**config.mk**
```make
export PLATFORM = sky130hd
export DESIGN_NAME = decodificador_eventos_ps2
export DESIGN_NICKNAME = d
export VERILOG_FILES = /design/src/rtl/decodificador_eventos_ps2.sv
export SDC_FILE = /design/constraint.sdc
export NUM_CORES = 1
export LEC_CHECK = 0
export BUFFER_PORTS_ARGS = -buffer_cell sky130_fd_sc_hd__buf_2
export CAP_MARGIN = 30
export CORE_ASPECT_RATIO = 1.75
export CORE_MARGIN = 3
export CORE_UTILIZATION = 53
export CTS_CLUSTER_SIZE = 12
export DETAILED_ROUTE_END_ITERATION = 6
export GPL_TIMING_DRIVEN = 0
export PLACE_DENSITY = 0.75
export SETUP_SLACK_MARGIN = 0.1
export SLEW_MARGIN = 10
export SYNTH_ARGS = -nofsm -noshare
export SYNTH_HDL_FRONTEND = slang
export SYNTH_SLANG_ARGS = --single-unit
export TNS_END_PERCENT = 100
```
**constraint.sdc**
```tcl
create_clock -name clk -period 2 [get_ports clk]
set_input_delay 0 -clock clk [delete_from_list [all_inputs] [get_ports clk]]
set_output_delay 0 -clock clk [all_outputs]
set_load 0.005 [all_outputs]
```
**src/rtl/decodificador_eventos_ps2.sv**
```systemverilog
// decodificador_eventos_ps2: PS/2 frame checker, E0/F0 prefix decoder and show-ahead event FIFO
module decodificador_eventos_ps2 #(
  parameter int W = 2,
  parameter int TYPEMATIC_FILTER = 1
) (
  input  logic        clk,
  input  logic        reset,
  input  logic        rx_done_tick,
  input  logic [10:0] rx_frame,
  input  logic        rd,
  input  logic        clr_err,
  output logic        ev_valid,
  output logic [7:0]  ev_code,
  output logic        ev_break,
  output logic        ev_ext,
  output logic        shift_held,
  output logic        overflow,
  output logic        frame_err
);
  typedef enum logic [1:0] {IDLE, GOT_E0, GOT_F0, GOT_E0F0} state_t;
  state_t state, state_nx;
  logic [7:0] code;
  logic frame_ok, ext, brk, ignore, dec, emit, held_v, held_hit, sh_l, sh_r;
  logic [8:0] held_k, key;
  logic [W:0] wr_ptr, rd_ptr;
  logic full, empty, do_rd, do_wr;
  logic [9:0] mem [2**W];
  assign code = rx_frame[8:1];
  assign frame_ok = ~rx_frame[0] & rx_frame[10] & (^rx_frame[9:1]);
  always_comb begin
    state_nx = state;
    dec = 1'b0;
    ext = (state == GOT_E0) || (state == GOT_E0F0);
    brk = (state == GOT_F0) || (state == GOT_E0F0);
    ignore = (state == IDLE) && (code inside {8'h00, 8'hAA, 8'hEE, 8'hFA, 8'hFE, 8'hFF});
    if (rx_done_tick) begin
      if (!frame_ok) state_nx = IDLE;
      else if (code == 8'hE0 && !brk) state_nx = GOT_E0;
      else if (code == 8'hF0) state_nx = ext ? GOT_E0F0 : GOT_F0;
      else if (!ignore) begin
        dec = 1'b1;
        state_nx = IDLE;
      end
    end
  end
  assign key = {ext, code};
  assign held_hit = held_v && (held_k == key);
  // typematic repeats of the held key are swallowed but still refresh held/shift state
  assign emit = dec && !((TYPEMATIC_FILTER != 0) && !brk && held_hit);
  assign empty = (wr_ptr == rd_ptr);
  assign full = ((wr_ptr ^ rd_ptr) == {1'b1, {W{1'b0}}});
  assign do_rd = rd && !empty;
  assign do_wr = emit && (!full || do_rd);
  always_ff @(posedge clk or posedge reset) begin
    if (reset) begin
      state <= IDLE;
      held_v <= 1'b0;
      held_k <= '0;
      sh_l <= 1'b0;
      sh_r <= 1'b0;
      overflow <= 1'b0;
      frame_err <= 1'b0;
      wr_ptr <= '0;
      rd_ptr <= '0;
    end else begin
      state <= state_nx;
      if (dec && !brk) {held_v, held_k} <= {1'b1, key};
      else if (dec && held_hit) held_v <= 1'b0;
      if (dec && !ext && code == 8'h12) sh_l <= !brk;
      if (dec && !ext && code == 8'h59) sh_r <= !brk;
      frame_err <= (rx_done_tick && !frame_ok) | (frame_err & ~clr_err);
      overflow <= (emit && full && !do_rd) | (overflow & ~clr_err);
      if (do_rd) rd_ptr <= rd_ptr + 1'b1;
      if (do_wr) wr_ptr <= wr_ptr + 1'b1;
    end
  end
  always_ff @(posedge clk) if (do_wr) mem[wr_ptr[W-1:0]] <= {code, brk, ext};
  assign shift_held = sh_l | sh_r;
  assign ev_valid = !empty;
  assign {ev_code, ev_break, ev_ext} = ev_valid ? mem[rd_ptr[W-1:0]] : 10'd0;
endmodule

```
==> results.yml <==
setup_path:
  worstSetupEndpointType: "register"
  rr_endpoint: "held_k[1]$_DFFE_PP0P_"
  arrival_ns: 2.06
  endpoint: "held_k[1]$_DFFE_PP0P_"
  critPathMaxFanout: 10
  rrSetupSlack_ns: 0.16
  reg2reg_depth: 6
  cp-startpoint: "state[0]$_DFFE_PP0P_"
  start_kind: "register"
  crit_required_ns: 2.22
  reg2reg_from: "state[0]$_DFFE_PP0P_"
  crit_type: "reg2reg"
clock_network:
  clock-root-buffer: "clkbuf_8"
  clock-sinks: 62
  clk_path_buf_depth: 2
  clkTransAtPathRegs_ns: 0.06
  worstSkewPairLatency_ns: 0.33
  htreeDepth: 3
  cts_buffers: 9
  cts_tree: "yes"
min_path:
  min_from: "rx_frame[10]"
  worstHoldPathCells: 3
  hp-class: "in2reg"
timing:
  fin_ws_ns: 0.157
  hold_viol: 0
  period_needed_ns: 1.84
  slew_headroom: 0.426
  finalCritPeriodShare: 0.921
  setup_viol: 0
  fin_skew_ns: 0.00636
  rsz0062_at_grt: "false"
  max_freq_mhz: 543
  tightestPinTransition_ns: 0.860
  drv_slew: 0
logic_synthesis:
  yosysTopAreaCellShare: 0.386
  seq_area_frac_synth: 0.563
  synth_seq_cells: 62
  ys_top_cells_by_area: "edfxtp_1, dfrtp_1, ha_1"
  syn_inst: 213
  synth_top_area_cell: "edfxtp_1"
  syn-num-nets: 249
  yosysMostFrequentCell: "edfxtp_1"
  synth_cell_types: 46
  synth_warnings: 0
  avgSynthCellArea_um2: 14.6
  synth_area_um2: 3110
  netlist_top_cells_count: "edfxtp_1, dfrtp_1, inv_1"
  synthFlopType: "edfxtp_1"
  synth_edf_count: 40
  synthArstFlopShare: 0.355
floorplanning:
  core-area_um2: 5630
  rows: 36
  start_util: 0.553
  ios: 30
  chipHeight_um: 107
  die-width_um: 63.9
  die-area_um2: 6870
final_layout:
  fin_cells: 370
  fill_cells: 383
  syn_to_final_growth_pct: 28.9
  seq_area_um2: 1750
  diodes: 0
  multiInputGateArea_um2: 1320
  drive_above_1_share: 0.344
  fin_nets: 325
drt:
  drt_iter0_markers: 75
  drc_errors: 0
  vias_per_cell: 5.37
  vias: 1988
  avgRoutedWirePerCell_um: 16.3
  dr.pass1.iters: 4
  routed_wl_um: 6040
  postRouteAntennaNets: 0
global_routing:
  first_global_vias: 2082
  grt_usage: 0.194
  overflow: 0
  grt_max_degree: 23
  grt_pass1_wl_um: 9720
  antenna_found_initial: 0
power:
  p_leak_uw: 0.00170
  p_per_area_nw_per_um2: 1070
  power.total_uw: 4280
  vdd_drop_max_mv: 0.503
run_status:
  status: "completed"
placed_design:
  place_inst: 318
  pre_cts_slack_ns: -0.596
  gp_congestion: 0.768
  io_buffers: 29
  hpwl_um: 3890
flow_run:
  cap_violations: 0
==> sequential cells by signal (all words and copies together) (netlist names) <==
| signal | flops |
|---|---|
| held_v | 1 |
| sh_l | 1 |
| wr_ptr | 3 |
| sh_r | 1 |
| overflow | 1 |
| held_k | 9 |
| mem | 40 |
| state | 2 |
| rd_ptr | 3 |
| frame_err | 1 |
==> placed cells by master, fill, tap and decap left out, drive strengths merged, types with 3 or more instances in the layout <==
cell type / instances
mux4: 10
inv: 21
edfxtp: 40
xor2: 11
dlygate4sd3: 21
nand3: 4
nand2: 5
buf: 48
and2: 10
nor2: 7
nand4: 6
ha: 20
clkinv: 3
dfrtp: 22
xnor2: 7
mux2: 11
clkbuf: 14
==> kinds of logic after synthesis <==
kind of cell    after synthesis  share of synthesized area
buf+inv                      29                     0.0382
flops                        62                      0.563
fa+ha+maj                    20                     0.0804
compound gates               15                     0.0406
xor+xnor                     19                     0.0607
simple gates                 45                     0.0880
mux                          23                      0.129
==> per-layer routing <==
layer / GRT usage / share of wire / routed length (um) / up-vias
li1: - / - / - / 926
met1: 0.191 / 0.36 / 2190 / 989
met2: 0.359 / 0.56 / 3410 / 52
met3: 0.0428 / 0.031 / 186 / 21
met4: 0.114 / 0.042 / 253 / 0
met5: 0 / 0 / 0 / -
==> how the worst min path moves through the flow <==
stage	to	slack, ns
finish	state[1]$_DFFE_PP0P_	0.10
global route	state[1]$_DFFE_PP0P_	0.10
CTS	state[1]$_DFFE_PP0P_	0.09
detailed placement	overflow$_DFF_PP0_	0.21
global placement	overflow$_DFF_PP0_	0.21
floorplan	frame_err$_DFF_PP0_	-0.01
==> worst max-delay path: stages, from the launching register on <==
cell	delay, ns
dfrtp_2	0.46
buf_4	0.16
o311a_4	0.41
buf_4	0.15
nand3b_2	0.08
buf_8	0.16
mux2_4	0.30
==> area by class of cell <==
type | count | share of cell area
Tap cell | 76 | 0.0237
Sequential cell | 62 | 0.437
Clock buffer | 11 | 0.0327
Multi-Input combinational cell | 122 | 0.330
Timing Repair Buffer | 65 | 0.129
Clock inverter | 5 | 0.0125
Buffer | 7 | 0.0137
Inverter | 22 | 0.0215
==> where the power goes <==
part | total [uW] | switching, uW | internal, uW
registers | 1700 | 152 | 1550
clock network | 1010 | 449 | 565
logic | 1570 | 706 | 861
==> what timing repair did <==
action / CTS / global route
setup buffers: 8 / 7
resized for setup: 12 / 13
hold endpoints to repair: 60 / 0
hold buffers: 21 / 0
pin swaps: 5 / 6
endpoints found under the setup margin: 51 / 60
==> metrics by stage <==
stage / cell area (um^2) / setup TNS, ns / hold WS [ns] / util
4_1_cts: 3930 / 0 / 0.0881 / 0.698
2_1_floorplan: 3120 / 0 / -0.0108 / -
3_5_place_dp: 3360 / -21.12 / 0.210 / 0.597
5_1_grt: 4010 / 0 / 0.103 / 0.713
6_report: 4010 / 0 / 0.101 / 0.713
3_3_place_gp: 3360 / -19.78 / 0.205 / 0.597
Power figures use the tool's default switching activity.
